## src/rtl/mem_filter_pkg.sv

```systemverilog
// Shared types, default parameters and width helpers for the filter SRAM sequencer.
package mem_filter_pkg;

    localparam int BUS_SIZE_DEF        = 32;
    localparam int CHUNK_SIZE_DEF      = 128;
    localparam int SRAM_FILTER_NUM_DEF = 4;

    typedef enum logic [2:0] {
        IDLE,
        CLEAR,
        LOAD,
        READY,
        READ
    } mem_filter_ctrl_state_e;

    function automatic int wr_dat_cyc_num(input int chunk_size, input int bus_size);
        return chunk_size / bus_size;
    endfunction

    // A bound of 1 still needs a 1-bit counter so the ports never collapse to zero width.
    function automatic int cnt_width(input int bound);
        return (bound > 1) ? $clog2(bound) : 1;
    endfunction

endpackage

```

## src/rtl/mem_filter_ctrl_if.sv

```systemverilog
// Load stream, memory write bus and read sweep signals of the filter SRAM sequencer.
interface mem_filter_ctrl_if
    import mem_filter_pkg::*;
#(
    parameter int BUS_SIZE        = BUS_SIZE_DEF,
    parameter int CHUNK_SIZE      = CHUNK_SIZE_DEF,
    parameter int SRAM_FILTER_NUM = SRAM_FILTER_NUM_DEF
);

    localparam int WR_DAT_CYC_NUM = wr_dat_cyc_num(CHUNK_SIZE, BUS_SIZE);
    localparam int DW             = cnt_width(WR_DAT_CYC_NUM);
    localparam int CW             = cnt_width(SRAM_FILTER_NUM);

    logic                  load_start_i;
    logic [BUS_SIZE-1:0]   in_sparsemap_i;
    logic [BUS_SIZE*8-1:0] in_nonzero_data_i;
    logic                  in_valid_i;
    logic                  in_ready_o;
    logic [BUS_SIZE-1:0]   mem_wr_sparsemap_o;
    logic [BUS_SIZE*8-1:0] mem_wr_nonzero_data_o;
    logic                  mem_wr_valid_o;
    logic [DW-1:0]         mem_wr_dat_count_o;
    logic [CW-1:0]         mem_wr_chunk_count_o;
    logic                  mem_clr_o;
    logic                  rd_start_i;
    logic                  rd_stall_i;
    logic [DW-1:0]         mem_rd_dat_count_o;
    logic [CW-1:0]         mem_rd_chunk_count_o;
    logic                  rd_valid_o;
    logic                  rd_last_o;
    logic                  load_done_o;
    logic                  rd_done_o;
    logic                  loaded_o;

    modport slave (
        input  load_start_i, in_sparsemap_i, in_nonzero_data_i, in_valid_i,
               rd_start_i, rd_stall_i,
        output in_ready_o, mem_wr_sparsemap_o, mem_wr_nonzero_data_o, mem_wr_valid_o,
               mem_wr_dat_count_o, mem_wr_chunk_count_o, mem_clr_o,
               mem_rd_dat_count_o, mem_rd_chunk_count_o, rd_valid_o, rd_last_o,
               load_done_o, rd_done_o, loaded_o
    );

    modport master (
        output load_start_i, in_sparsemap_i, in_nonzero_data_i, in_valid_i,
               rd_start_i, rd_stall_i,
        input  in_ready_o, mem_wr_sparsemap_o, mem_wr_nonzero_data_o, mem_wr_valid_o,
               mem_wr_dat_count_o, mem_wr_chunk_count_o, mem_clr_o,
               mem_rd_dat_count_o, mem_rd_chunk_count_o, rd_valid_o, rd_last_o,
               load_done_o, rd_done_o, loaded_o
    );

endinterface

```

## src/rtl/mem_filter_addr_cnt.sv

```systemverilog
// Beat/chunk two-level address counter; beats wrap at BEAT_NUM, chunks at CHUNK_NUM.
module mem_filter_addr_cnt
    import mem_filter_pkg::*;
#(
    parameter int BEAT_NUM  = 4,
    parameter int CHUNK_NUM = 4,
    localparam int BW = cnt_width(BEAT_NUM),
    localparam int CW = cnt_width(CHUNK_NUM)
) (
    input  logic          clk_i,
    input  logic          rst_i,
    input  logic          en_i,
    input  logic          clr_i,
    output logic [BW-1:0] beat_o,
    output logic [CW-1:0] chunk_o,
    output logic          last_o
);

    logic [BW-1:0] beat_q, beat_d;
    logic [CW-1:0] chunk_q, chunk_d;
    logic          beat_max, chunk_max;

    assign beat_max  = (beat_q == BW'(BEAT_NUM - 1));
    assign chunk_max = (chunk_q == CW'(CHUNK_NUM - 1));

    always_comb begin
        beat_d  = beat_q;
        chunk_d = chunk_q;
        if (clr_i) begin
            beat_d  = '0;
            chunk_d = '0;
        end else if (en_i) begin
            if (beat_max) begin
                beat_d  = '0;
                chunk_d = chunk_max ? '0 : chunk_q + 1'b1;
            end else begin
                beat_d = beat_q + 1'b1;
            end
        end
    end

    always_ff @(posedge clk_i or negedge rst_i) begin
        if (!rst_i) begin
            beat_q  <= '0;
            chunk_q <= '0;
        end else begin
            beat_q  <= beat_d;
            chunk_q <= chunk_d;
        end
    end

    assign beat_o  = beat_q;
    assign chunk_o = chunk_q;
    assign last_o  = beat_max && chunk_max;

endmodule

```

## src/rtl/mem_filter_ctrl.sv

```systemverilog
// Filter SRAM sequencer: streams a full bank load into memory and replays it as a read sweep.
// Optional one-cycle memory clear before each load when MEM_FILTER_CTRL_CLR_EN is defined.
module mem_filter_ctrl
    import mem_filter_pkg::*;
#(
    parameter int BUS_SIZE        = BUS_SIZE_DEF,
    parameter int CHUNK_SIZE      = CHUNK_SIZE_DEF,
    parameter int SRAM_FILTER_NUM = SRAM_FILTER_NUM_DEF
) (
    input  logic              clk_i,
    input  logic              rst_i,
    mem_filter_ctrl_if.slave  bus
);

    localparam int WR_DAT_CYC_NUM = wr_dat_cyc_num(CHUNK_SIZE, BUS_SIZE);
    localparam int DW             = cnt_width(WR_DAT_CYC_NUM);
    localparam int CW             = cnt_width(SRAM_FILTER_NUM);

`ifdef MEM_FILTER_CTRL_CLR_EN
    localparam mem_filter_ctrl_state_e LOAD_ENTRY = CLEAR;
`else
    localparam mem_filter_ctrl_state_e LOAD_ENTRY = LOAD;
`endif

    mem_filter_ctrl_state_e state_q, state_d;
    logic loaded_q, loaded_d;
    logic load_done_q, load_done_d;
    logic rd_done_q, rd_done_d;

    logic          wr_en, wr_clr, wr_last;
    logic          rd_en, rd_clr, rd_last;
    logic [DW-1:0] wr_beat, rd_beat;
    logic [CW-1:0] wr_chunk, rd_chunk;

    // Counters are held at zero outside their own phase so each load/sweep starts at (0,0).
    assign wr_en  = (state_q == LOAD) && bus.in_valid_i;
    assign wr_clr = (state_q != LOAD);
    assign rd_en  = (state_q == READ) && !bus.rd_stall_i;
    assign rd_clr = (state_q != READ);

    mem_filter_addr_cnt #(
        .BEAT_NUM  (WR_DAT_CYC_NUM),
        .CHUNK_NUM (SRAM_FILTER_NUM)
    ) u_wr_cnt (
        .clk_i   (clk_i),
        .rst_i   (rst_i),
        .en_i    (wr_en),
        .clr_i   (wr_clr),
        .beat_o  (wr_beat),
        .chunk_o (wr_chunk),
        .last_o  (wr_last)
    );

    mem_filter_addr_cnt #(
        .BEAT_NUM  (WR_DAT_CYC_NUM),
        .CHUNK_NUM (SRAM_FILTER_NUM)
    ) u_rd_cnt (
        .clk_i   (clk_i),
        .rst_i   (rst_i),
        .en_i    (rd_en),
        .clr_i   (rd_clr),
        .beat_o  (rd_beat),
        .chunk_o (rd_chunk),
        .last_o  (rd_last)
    );

    always_comb begin
        state_d     = state_q;
        loaded_d    = loaded_q;
        load_done_d = 1'b0;
        rd_done_d   = 1'b0;
        case (state_q)
            IDLE: begin
                if (bus.load_start_i) state_d = LOAD_ENTRY;
            end
            CLEAR: state_d = LOAD;
            LOAD: begin
                if (wr_en && wr_last) begin
                    state_d     = READY;
                    loaded_d    = 1'b1;
                    load_done_d = 1'b1;
                end
            end
            // A reload request takes priority over a read request.
            READY: begin
                if (bus.load_start_i) begin
                    state_d  = LOAD_ENTRY;
                    loaded_d = 1'b0;
                end else if (bus.rd_start_i) begin
                    state_d = READ;
                end
            end
            READ: begin
                if (rd_en && rd_last) begin
                    state_d   = READY;
                    rd_done_d = 1'b1;
                end
            end
            default: state_d = IDLE;
        endcase
    end

    always_ff @(posedge clk_i or negedge rst_i) begin
        if (!rst_i) begin
            state_q     <= IDLE;
            loaded_q    <= 1'b0;
            load_done_q <= 1'b0;
            rd_done_q   <= 1'b0;
        end else begin
            state_q     <= state_d;
            loaded_q    <= loaded_d;
            load_done_q <= load_done_d;
            rd_done_q   <= rd_done_d;
        end
    end

    assign bus.in_ready_o            = (state_q == LOAD);
    assign bus.mem_wr_sparsemap_o    = bus.in_sparsemap_i;
    assign bus.mem_wr_nonzero_data_o = bus.in_nonzero_data_i;
    assign bus.mem_wr_valid_o        = wr_en;
    assign bus.mem_wr_dat_count_o    = wr_beat;
    assign bus.mem_wr_chunk_count_o  = wr_chunk;
    assign bus.mem_rd_dat_count_o    = rd_beat;
    assign bus.mem_rd_chunk_count_o  = rd_chunk;
    assign bus.rd_valid_o            = (state_q == READ);
    assign bus.rd_last_o             = (state_q == READ) && rd_last;
    assign bus.load_done_o           = load_done_q;
    assign bus.rd_done_o             = rd_done_q;
    assign bus.loaded_o              = loaded_q;

`ifdef MEM_FILTER_CTRL_CLR_EN
    assign bus.mem_clr_o = (state_q == CLEAR);
`else
    assign bus.mem_clr_o = 1'b0;
`endif

endmodule

```

## src/flat_wrapper.sv

```systemverilog
// flat-port wrapper written by rule: the top's interface ports become plain ports
module mem_filter_ctrl_flat import mem_filter_pkg::*;
#(
    parameter int BUS_SIZE        = BUS_SIZE_DEF,
    parameter int CHUNK_SIZE      = CHUNK_SIZE_DEF,
    parameter int SRAM_FILTER_NUM = SRAM_FILTER_NUM_DEF
)
  (clk_i, rst_i, bus_load_start_i, bus_in_sparsemap_i, bus_in_nonzero_data_i, bus_in_valid_i, bus_rd_start_i, bus_rd_stall_i, bus_in_ready_o, bus_mem_wr_sparsemap_o, bus_mem_wr_nonzero_data_o, bus_mem_wr_valid_o, bus_mem_wr_dat_count_o, bus_mem_wr_chunk_count_o, bus_mem_clr_o, bus_mem_rd_dat_count_o, bus_mem_rd_chunk_count_o, bus_rd_valid_o, bus_rd_last_o, bus_load_done_o, bus_rd_done_o, bus_loaded_o);
  mem_filter_ctrl_if #(.BUS_SIZE(BUS_SIZE), .CHUNK_SIZE(CHUNK_SIZE), .SRAM_FILTER_NUM(SRAM_FILTER_NUM)) bus_i ();
  input  logic clk_i;
  input  logic rst_i;
  input wire logic [$bits(bus_i.load_start_i)-1:0] bus_load_start_i;
  input wire logic [$bits(bus_i.in_sparsemap_i)-1:0] bus_in_sparsemap_i;
  input wire logic [$bits(bus_i.in_nonzero_data_i)-1:0] bus_in_nonzero_data_i;
  input wire logic [$bits(bus_i.in_valid_i)-1:0] bus_in_valid_i;
  input wire logic [$bits(bus_i.rd_start_i)-1:0] bus_rd_start_i;
  input wire logic [$bits(bus_i.rd_stall_i)-1:0] bus_rd_stall_i;
  output wire logic [$bits(bus_i.in_ready_o)-1:0] bus_in_ready_o;
  output wire logic [$bits(bus_i.mem_wr_sparsemap_o)-1:0] bus_mem_wr_sparsemap_o;
  output wire logic [$bits(bus_i.mem_wr_nonzero_data_o)-1:0] bus_mem_wr_nonzero_data_o;
  output wire logic [$bits(bus_i.mem_wr_valid_o)-1:0] bus_mem_wr_valid_o;
  output wire logic [$bits(bus_i.mem_wr_dat_count_o)-1:0] bus_mem_wr_dat_count_o;
  output wire logic [$bits(bus_i.mem_wr_chunk_count_o)-1:0] bus_mem_wr_chunk_count_o;
  output wire logic [$bits(bus_i.mem_clr_o)-1:0] bus_mem_clr_o;
  output wire logic [$bits(bus_i.mem_rd_dat_count_o)-1:0] bus_mem_rd_dat_count_o;
  output wire logic [$bits(bus_i.mem_rd_chunk_count_o)-1:0] bus_mem_rd_chunk_count_o;
  output wire logic [$bits(bus_i.rd_valid_o)-1:0] bus_rd_valid_o;
  output wire logic [$bits(bus_i.rd_last_o)-1:0] bus_rd_last_o;
  output wire logic [$bits(bus_i.load_done_o)-1:0] bus_load_done_o;
  output wire logic [$bits(bus_i.rd_done_o)-1:0] bus_rd_done_o;
  output wire logic [$bits(bus_i.loaded_o)-1:0] bus_loaded_o;
  assign bus_i.load_start_i = bus_load_start_i;
  assign bus_i.in_sparsemap_i = bus_in_sparsemap_i;
  assign bus_i.in_nonzero_data_i = bus_in_nonzero_data_i;
  assign bus_i.in_valid_i = bus_in_valid_i;
  assign bus_i.rd_start_i = bus_rd_start_i;
  assign bus_i.rd_stall_i = bus_rd_stall_i;
  assign bus_in_ready_o = bus_i.in_ready_o;
  assign bus_mem_wr_sparsemap_o = bus_i.mem_wr_sparsemap_o;
  assign bus_mem_wr_nonzero_data_o = bus_i.mem_wr_nonzero_data_o;
  assign bus_mem_wr_valid_o = bus_i.mem_wr_valid_o;
  assign bus_mem_wr_dat_count_o = bus_i.mem_wr_dat_count_o;
  assign bus_mem_wr_chunk_count_o = bus_i.mem_wr_chunk_count_o;
  assign bus_mem_clr_o = bus_i.mem_clr_o;
  assign bus_mem_rd_dat_count_o = bus_i.mem_rd_dat_count_o;
  assign bus_mem_rd_chunk_count_o = bus_i.mem_rd_chunk_count_o;
  assign bus_rd_valid_o = bus_i.rd_valid_o;
  assign bus_rd_last_o = bus_i.rd_last_o;
  assign bus_load_done_o = bus_i.load_done_o;
  assign bus_rd_done_o = bus_i.rd_done_o;
  assign bus_loaded_o = bus_i.loaded_o;
  mem_filter_ctrl #(.BUS_SIZE(BUS_SIZE), .CHUNK_SIZE(CHUNK_SIZE), .SRAM_FILTER_NUM(SRAM_FILTER_NUM)) u_core (.clk_i(clk_i), .rst_i(rst_i), .bus(bus_i));
endmodule
```

## config.mk

```make
export PLATFORM = sky130hd
export DESIGN_NAME = mem_filter_ctrl_flat
export DESIGN_NICKNAME = d
export VERILOG_FILES = /design/src/rtl/mem_filter_pkg.sv /design/src/rtl/mem_filter_ctrl_if.sv /design/src/rtl/mem_filter_addr_cnt.sv /design/src/rtl/mem_filter_ctrl.sv /design/src/flat_wrapper.sv
export SDC_FILE = /design/constraint.sdc
export NUM_CORES = 1
export LEC_CHECK = 0
export ABC_AREA = 0
export CAP_MARGIN = 20
export CORE_AREA = 2 2 232 234
export CTS_CLUSTER_SIZE = 10
export DETAILED_ROUTE_END_ITERATION = 12
export DIE_AREA = 0 0 234 236
export PLACE_DENSITY_LB_ADDON = 0.15
export SLEW_MARGIN = 10
export SYNTH_ARGS = -nofsm -noshare
export SYNTH_HDL_FRONTEND = slang
export SYNTH_SLANG_ARGS = --single-unit
```

## constraint.sdc

```tcl
create_clock -name clk_i -period 1.5 [get_ports clk_i]
set_clock_uncertainty 0.05 [all_clocks]
set_input_delay 0.45 -clock clk_i [delete_from_list [all_inputs] [get_ports clk_i]]
set_output_delay 0.45 -clock clk_i [all_outputs]
set_load 0.01 [all_outputs]
```

Word-level counts from Yosys, hierarchy flattened
Cells that the tools add are included.
{"block": "totals", "word_cells": 72, "in_bits": 294, "regBits": 14, "output_inout_bits": 304}
{"block": "classes", "reduce_logical": 18, "eq_ne": 15, "muxes": 27, "addsub": 4}
{"operator": "2-bit two-way mux", "count": 14}
{"operator": "3-bit two-way mux", "count": 5}
{"operator": "3-bit one-hot mux with 5 select lines", "count": 1}
{"operator": "2-bit nonzero test", "count": 5}
{"operator": "2-bit by 1-bit adder with 2-bit output (second input constant)", "count": 4}
{"operator": "2-bit equality test (second input constant)", "count": 4}
{"operator": "1-bit logical AND", "count": 7}
{"operator": "3-bit by 2-bit equality test with 1-bit output (second input constant)", "count": 2}
{"operator": "1-bit two-way mux", "count": 6}
{"operator": "3-bit inequality test (second input constant)", "count": 2}
{"operator": "2-bit by 1-bit inequality test with 1-bit output (second input constant)", "count": 2}
{"operator": "2-bit inequality test (second input constant)", "count": 2}
{"operator": "2-bit AND reduction", "count": 2}
{"operator": "4-bit AND reduction", "count": 1}
{"operator": "3-bit by 1-bit equality test with 1-bit output (second input constant)", "count": 1}
{"operator": "3-bit equality test (second input constant)", "count": 1}
{"operator": "3-bit zero test", "count": 1}
{"operator": "3-bit by 2-bit inequality test with 1-bit output (second input constant)", "count": 1}
{"operator": "3-bit AND reduction", "count": 1}
{"operator": "1-bit one-hot mux with 2 select lines", "count": 1}
{"operator": "1-bit zero test", "count": 1}

Longest topological paths before layout
Gate-level depths: netlist of run 1.
{"block": "logic_depth", "word_depth": 5, "mapped_depth": 7, "ltp_nobuf": 6}

By module
From an unflattened synthesis of run 1, not the netlist that was laid out.
{"block": "hier_totals", "hier_cells": 367, "hier_area_um2": 2959.1}
{"module": "mem_filter_ctrl", "n_inst": 1, "cells_each": 329, "area_each_um2": 2531.2, "seq_area_each_um2": 150.1}
{"module": "mem_filter_addr_cnt", "n_inst": 2, "cells_each": 19, "area_each_um2": 214.0, "seq_area_each_um2": 100.1}

Worst setup path before layout of run 1
OpenSTA, ideal clock, no wires.
{"block": "synth_path", "path_kind": "register to output", "startpoint": "register u_core.state_q[1]", "endpoint": "output port bus_rd_last_o", "n_path_buf": 1, "path_stages_with_launch": 5, "arrival_ns": 1.232, "slack_ns": -0.232, "t_required_ns": 1.000, "path_cell_list": "dfrtp_1 or3b_1 buf_2 inv_1 and3_1"}
{"block": "synth_between", "elab_chain_cells": 2}
{"item": "start, declared", "line": "mem_filter_ctrl.sv:25", "source": "mem_filter_ctrl_state_e state_q, state_d;"}
{"item": "start signal, assigned", "line": "mem_filter_ctrl.sv:110", "source": "state_q <= state_d;"}
{"item": "3-bit equality test"}
{"item": "named net bus_rd_valid_o", "line": "flat_wrapper.sv:27", "source": "output wire logic [$bits(bus_i.rd_valid_o)-1:0] bus_rd_valid_o;"}
{"item": "1-bit logical AND", "line": "mem_filter_ctrl.sv:126", "source": "assign bus.rd_last_o = (state_q == READ) && rd_last;"}
{"item": "end, declared", "line": "flat_wrapper.sv:28", "source": "output wire logic [$bits(bus_i.rd_last_o)-1:0] bus_rd_last_o;"}
The timed path passes the listed nets, and every way through them passes these cells.

Worst setup path in the final report of run 1
{"block": "layout_path", "startpoint": "register u_core.state_q[0]", "endpoint": "output port bus_rd_last_o"}
{"block": "layout_between", "elab_chain_cells": 2}
{"item": "3-bit equality test", "line": "mem_filter_ctrl.sv:126"}
{"item": "1-bit logical AND", "line": "mem_filter_ctrl.sv:126"}
Every way passes these cells.

==> results by group, run 1 <==
Floorplan
  – Core Area: around 53000 um2
  – Ports: around 600
  – Die ar.: 55200 um2
  – Die H: 236 um
  – Initial Util: 0.0546
  – Row count: 85
  – Die X: between 200 and 250 um

CTS
  – Worst skew pair latency: 0.26 ns
  – CTS H-tree lvls: 1
  – CTS Buffer Depth: 2
  – Clock transition at path regs: approximately 0.06 ns
  – CTS Hold Bufs: 0
  – Root Driver: clkbuf_16
  – Clock sink count: 14
  – CTS tree: built
  – Num CTS Buffers: 3

Layout
  – Commonest non-fill, non-tap cell in the layout: buf_4
  – Fin util: 0.0394
  – Post-route non-filler standard cell count: about 800
  – Layout area overhead: -27.9%
  – Final Cell Area: roughly 2100 um2
  – Fillers: between 6000 and 7000
  – Fraction of layout cells with a size suffix above 1: 0.416
  – Most frequent cells in the layout: buf_4, dfrtp_1, nor2_1
  – Antenna Diode Count: 0
  – NumNets Final: around 420

STA
  – Setup TNS: -1.83 ns
  – RSZ-0062 raised after global routing: yes
  – Final Critical Period: ~1.9 ns
  – Max Freq: ~0.52 GHz
  – Finish-stage setup viols: 6
  – Final hold violation count: 0
  – Final-report max-slew violation count: 0
  – Period utilisation layout: 1.29
  – Hold WS: roughly 0.47 ns
  – Final setup margin: -0.430 ns

Worst setup path
  – Worst-path fanout max: 2
  – Startpoint types: register
  – Critical Path AT: 1.43 ns
  – CP peak stage delay: about 0.43 ns
  – Critical path required time: 1.00 ns
  – Reg2Reg Depth: 5
  – Slowest-stage cell, CP: or3b_4
  – CP endpoint kind: output port
  – Critical path class: reg -> out
  – Critical-path cell list: or3b_4, inv_2, and3_4, buf_6

Routing
  – Antenna Violating Nets Remaining: 0
  – Drt pass-1 iters: 4
  – Drt drc: 0
  – Routed wire length: around 8900 um
  – Wire length per cell: 10.9 um
  – Detailed-route via count: roughly 1200
  – Vias per inst: about 1.4
  – Drt initial violations: 30

GRT
  – Global-route wire length before repair: roughly 11000 um
  – Largest net degree at the start of global routing: 15
  – Total gr overflow: 0
  – All-Layer GR Usage: 0.0303
  – Vias in the first global route: about 1400
  – Initial antenna violation count: 1

Power and ir drop
  – Combinational power share: 0.351
  – Clock network power share: 0.362
  – VDD IR max: approximately 340 uV
  – Switching share of power: 0.313
  – Cell-internal power: between 1 and 1.5 mW
  – PnR Total Power: about 1.7 mW
  – Pwr Density: around 810 nW/um2
  – Switching power: around 0.53 mW
  – Lkg Pwr: roughly 0.66 nW
  – Seq pwr share: 0.287

Logic synthesis
  – Post-synth EDFFs: 0
  – Synth Warn #: 0
  – Flops & latches, synth: 14
  – Top FF cell, synth: dfrtp_1
  – Post-synth ARST share: 1.00
  – Mean Syn Cell Area: between 7 and 8 um2
  – Post-Syn Area: roughly 2900 um2
  – Synthesized Nets: roughly 660
  – Syn Inst Count: about 370
  – Netlist cell types: 28
  – Sequential element share of the synthesized area: 0.121

Place
  – Post-DP Area: around 2000 um2
  – HPWL Detailed: around 7300 um
  – # port buffers: 20
  – Placed instance count: between 800 and 900
  – Final Wtd Congestion: 0.589
  – Pre-CTS setup slack: -0.748 ns

Run status
  – Status: complete, but fails checks
  – Failing checks: negative setup slack

Job
  – Max cap viols: 0

Min path
  – Hold Crit Class: in -> async
## area by class of cell
class	count	area [um2]	share of cell area
inverter	3	11.3	0.00539
tap	696	871	0.417
timing repair buffer	47	383	0.183
sequential	14	350	0.168
multi-input combinational	57	385	0.184
clock buffer	4	88.8	0.0425
## per-layer routing
metal / vias up / routed length [um] / global-route usage
met5: - / 0 / 0
met4: 0 / 1500 / 0.0479
met3: 140 / 2200 / 0.0363
met2: 258 / 3110 / 0.0333
met1: 424 / 2110 / 0.0198
li1: 356 / - / -
## final timing paths
kind                                               to                  startpoint  slack [ns]
min                        u_core.u_rd_cnt.chunk_o[0]                       rst_i        0.47
max reg2reg                         u_core.state_q[1]           u_core.state_q[0]       -0.25
max in group asynchronous      u_core.bus.load_done_o                       rst_i        0.72
min reg2reg                u_core.u_wr_cnt.chunk_o[1]  u_core.u_wr_cnt.chunk_o[1]        0.53
min in group clk_i         u_core.u_wr_cnt.chunk_o[1]  u_core.u_wr_cnt.chunk_o[1]        0.53
max                                     bus_rd_last_o           u_core.state_q[0]       -0.43
## power groups by stage
stage | sequential, mW | clock, mW | combinational (mW)
after global routing | 0.502 | 0.679 | 0.654
after global placement | 0.494 | 0 | 0.568
final | 0.488 | 0.616 | 0.597
after CTS | 0.491 | 0.669 | 0.611
after detailed placement | 0.497 | 0 | 0.555
after floorplan | 0.513 | 0 | 0.987
## registers in the layout, summed over array words and instances, names as in the netlist
name                     count
u_core.bus.load_done_o       1
u_core.u_wr_cnt.beat_o       2
u_core.bus.loaded_o          1
u_core.u_rd_cnt.beat_o       2
u_core.u_wr_cnt.chunk_o      2
u_core.bus.rd_done_o         1
u_core.state_q               3
u_core.u_rd_cnt.chunk_o      2
## worst max-delay path, delay by kind of cell (launching register included)
family                 cells  cell delay [ns]
buffers and inverters      2             0.17
flip-flops                 1             0.39
AND/OR/NAND/NOR            2             0.61
## cells in the mapped netlist (all sizes together), types with 2 or more instances
master | number | share of area
buf | 291 | 0.75
nand3 | 4 | 0.0086
nor2b | 3 | 0.0065
dfrtp | 14 | 0.12
nor2 | 14 | 0.018
inv | 3 | 0.0039
ha | 4 | 0.017
mux2i | 5 | 0.017
nand2 | 4 | 0.0052
a21oi | 4 | 0.0069
o21ai | 4 | 0.0069
nor3 | 2 | 0.0035
and3 | 2 | 0.0043
## logic make-up (layout without fill, tap and decap cells)
| group | after synthesis | after routing | synth area share |
|---|---|---|---|
| AOI/OAI and AO/OA | 11 | 11 | 0.0216 |
| adders and majority gates | 4 | 4 | 0.0173 |
| buffers and inverters | 294 | 54 | 0.756 |
| DFF | 14 | 14 | 0.121 |
| muxes | 6 | 6 | 0.0212 |
| other | 1 | 1 | 0.00129 |
| and+or+nand+nor | 35 | 35 | 0.0613 |
## repair_timing
action / 4_1_cts / 5_1_grt
pin swaps: 2 / 0
endpoints found under the setup margin: 19 / 12
resized for setup: 55 / 6
setup buffers: 3 / 0
No activity file was read; power rests on OpenSTA's default activity.
==> inputs of run 2 (changes only) <==
--- a/config.mk
+++ b/config.mk
@@ -5,12 +5,12 @@
 export SDC_FILE = /design/constraint.sdc
 export NUM_CORES = 1
 export LEC_CHECK = 0
-export ABC_AREA = 0
+export ABC_AREA = 1
 export CAP_MARGIN = 20
-export CORE_AREA = 2 2 232 234
+export CORE_AREA = 2 2 233 235
 export CTS_CLUSTER_SIZE = 10
 export DETAILED_ROUTE_END_ITERATION = 12
-export DIE_AREA = 0 0 234 236
+export DIE_AREA = 0 0 235 237
 export PLACE_DENSITY_LB_ADDON = 0.15
 export SLEW_MARGIN = 10
 export SYNTH_ARGS = -nofsm -noshare
==> run 2 against run 1 <==
Effect of this change: the flow still finishes with violations (negative setup slack); critical endpoint is now bus_mem_wr_valid_o; critical path depth increased by 3; non-clock buffer count increased by 8; largest cell class unchanged; core utilization increased by 0.23 points.
==> results by group, run 2 <==
Run status
  – Status: complete, but fails checks
  – Failing checks: negative setup slack

Worst setup path
  – Critical path class: reg -> out
  – Critical-path cell list: inv_2, nand2_2, nor2_4, buf_6, nand2_4, inv_4, buf_6
  – Reg2Reg Depth: 8 (+3)
  – CP Buf/Inv Count: 4 (+2)
  – Capture point of the worst reg-to-reg path: u_core.state_q[0]
  – CP endpoint kind: output port
  – CP top delay family: flip-flops
  – Crit-path most repeated cell: buf_6
  – Slowest-stage cell, CP: dfrtp_1
  – Critical Path AT: 1.23 ns (-0.20 ns)
  – Critical path required time: 1.00 ns (about the same)
  – Reg2reg setup slack: 0.09 ns (+0.34 ns)
  – Worst-path fanout max: 3 (+1)
  – Startpoint types: register
  – CP peak stage delay: 0.39 ns (-0.04 ns)
  – R2R Path Start: u_core.u_wr_cnt.beat_o[0]
  – Total stage count of the critical path: 7 (+3)

Logic synthesis
  – Netlist cell types: 19 (-32%)
  – Sequential element share of the synthesized area: 0.120 (-0.000779)
  – Mean Syn Cell Area: 7.63 um2 (-3.8%)
  – Post-synth ARST share: 1.00 (unchanged)
  – Top-count cell post-synth: buf_4
  – Yosys top cell by area: buf_4
  – Synth Warn #: 0 (unchanged)
  – Synthesized Nets: 680 (+2.6%)
  – Syn Inst Count: 382 (+4.7%)
  – Post-synth EDFFs: 0 (unchanged)
  – Post-Syn Area: 2920 um2 (+0.65%)
  – Synth area leaders: buf_4, dfrtp_1, nand2_1
  – Post-synth top area share: 0.744 (-0.00482)
  – Flops & latches, synth: 14 (unchanged)
  – Top FF cell, synth: dfrtp_1
  – Top cells by count, synth: buf_4, nand2_1, nor2_1

GRT
  – Total gr overflow: 0 (unchanged)
  – Global-route wire length before repair: 12800 um (+15%)
  – Largest net degree at the start of global routing: 15 (unchanged)
  – Vias in the first global route: 1486 (+7.6%)
  – Initial antenna violation count: 2 (+1)
  – All-Layer GR Usage: 0.0349 (+0.00461)

STA
  – RSZ-0062 raised after global routing: yes
  – Final hold violation count: 0 (unchanged)
  – Final setup margin: -0.227 ns (+0.203 ns)
  – Period utilisation layout: 1.15 (-0.135)
  – Finish-stage setup viols: 4 (-2)
  – Final Critical Period: 1.73 ns (-0.203 ns)
  – Final-report max-slew violation count: 0 (unchanged)
  – Hold WS: 0.442 ns (-0.0317 ns)
  – Max Freq: 0.579 GHz (+12%)
  – Setup TNS: -0.850 ns (+0.982 ns)

CTS
  – Worst skew pair latency: 0.26 ns (about the same)
  – Clock sink count: 14 (unchanged)
  – CTS H-tree lvls: 1 (unchanged)
  – CTS tree: built
  – CTS Buffer Depth: 2 (unchanged)
  – Num CTS Buffers: 3 (unchanged)
  – Root Driver: clkbuf_16
  – CTS Hold Bufs: 0 (unchanged)
  – Clock transition at path regs: 0.06 ns (about the same)

Routing
  – Wire length per cell: 12.2 um (+12%)
  – Vias per inst: 1.55 (+8.2%)
  – Drt drc: 0 (unchanged)
  – Routed wire length: 10300 um (+16%)
  – Antenna Violating Nets Remaining: 0 (unchanged)
  – Drt initial violations: 36 (+20%)
  – Detailed-route via count: 1317 (+12%)
  – Drt pass-1 iters: 4 (unchanged)

Layout
  – Most frequent cells in the layout: buf_4, nand2_1, nor2_1, dfrtp_1, buf_6
  – Max reg flops: 3 (unchanged)
  – Sequential cell area: 352 um2 (+0.36%)
  – Fillers: 6277 (-0.048%)
  – Antenna Diode Count: 0 (unchanged)
  – Area of the multi-input gates: 408 um2 (+5.8%)
  – Layout area overhead: -23.8%
  – NumNets Final: 451 (+6.4%)
  – Commonest non-fill, non-tap cell in the layout: buf_4
  – Fraction of layout cells with a size suffix above 1: 0.454 (+0.0379)
  – Reg with most FFs: u_core.state_q

Min path
  – Hold Crit Class: reg -> reg
  – Hold endpoint: u_core.bus.loaded_o
  – Min-delay src: u_core.bus.loaded_o
  – Hold Path Cell Cnt: 2

Power and ir drop
  – VDD IR max: 262 uV (-23%)
  – Pwr Density: 1040 nW/um2 (+28%)
  – PnR Total Power: 2.32 mW (+36%)
  – Lkg Pwr: 0.768 nW (+17%)

Floorplan
  – Core Area: 53300 um2 (+0.40%)
  – Die ar.: 55700 um2 (+0.85%)
  – Row count: 85 (unchanged)
  – Die X: 235 um (+0.43%)
  – Initial Util: 0.0547 (+0.000134)
  – Die H: 237 um (+0.42%)
  – Ports: 598 (unchanged)

Place
  – # port buffers: 20 (unchanged)
  – HPWL Detailed: 8650 um (+18%)
  – Final Wtd Congestion: 0.575 (-2.5%)

Job
  – Max cap viols: 0 (unchanged)
## run 2: cell count changes after synthesis, moves of 2 or more
| cell | delta |
|---|---|
| nand2_1 | +21 |
| nand3_1 | +2 |
| buf_2 | -2 |
| o21ai_2 | +3 |
| o21ai_1 | -2 |
| inv_1 | +5 |
| o21ai_0 | +3 |
| nand4_1 | +2 |
| nor2b_1 | -3 |
| mux2i_1 | -5 |
| and3_1 | -2 |
## run 2: timing repair
action | CTS | global route
gates resized for setup | 63 | 14
setup buffers | 10 | 5
pin swaps | 3 | 4
gates cloned | 0 | 0
endpoints found under the setup margin | 20 | 9
## run 2: area by class of cell
cell class | instances | area share
multi-input cells | 71 | 0.184
clock buffers | 4 | 0.0400
well taps | 696 | 0.392
repair buffers | 55 | 0.211
inverters | 8 | 0.0158
flip-flops and latches | 14 | 0.158
## run 2: cells by family after synthesis
group           Yosys count  synth area share
compound gates           12            0.0245
fa+ha+maj                 4            0.0172
buf+inv                 297             0.755
flops                    14             0.120
other cells               1           0.00129
simple gates             54            0.0824
## run 2: routing by layer
| layer | track usage | vias to the layer above | part of all wire |
|---|---|---|---|
| met5 | 0 | - | 0.0022 |
| met4 | 0.0572 | 4 | 0.15 |
| met3 | 0.0294 | 146 | 0.21 |
| met2 | 0.0572 | 265 | 0.49 |
| met1 | 0.0151 | 483 | 0.15 |
| li1 | - | 419 | - |
## run 2: where the power goes
| part | internal [mW] | total, mW | switching [mW] |
|---|---|---|---|
| combinational | 0.617 | 1.19 | 0.574 |
| clock | 0.408 | 0.629 | 0.221 |
| sequential | 0.437 | 0.498 | 0.0616 |
| total | 1.46 | 2.32 | 0.857 |
## run 2: worst max path at each step
stage / from / endpoint / slack, ns
after global routing: u_core.state_q[2] / bus_mem_wr_valid_o / -0.31
after CTS: u_core.state_q[2] / bus_mem_wr_valid_o / -0.30
after floorplan: u_core.u_rd_cnt.beat_o[0] / bus_rd_last_o / 0.08
final: u_core.state_q[2] / bus_mem_wr_valid_o / -0.23
after detailed placement: bus_in_valid_i / bus_mem_wr_valid_o / -0.69
after global placement: bus_in_valid_i / bus_mem_wr_valid_o / -0.73
## run 2: worst min-delay path: stages (launching register included)
cell,delay (ns)
dfrtp_1,0.35
nand2_1,0.07
o21ai_2,0.05
## run 2: per-stage QoR
stage                     setup slack, ns    util  cell area [um2]  std cells
after floorplan                    0.0842       -             2920        382
after global placement             -0.725  0.0380             2020        835
after detailed placement           -0.695  0.0380             2020        835
after CTS                          -0.300  0.0414             2200        848
after global routing               -0.310  0.0417             2220        848
final                              -0.227  0.0417             2220        848
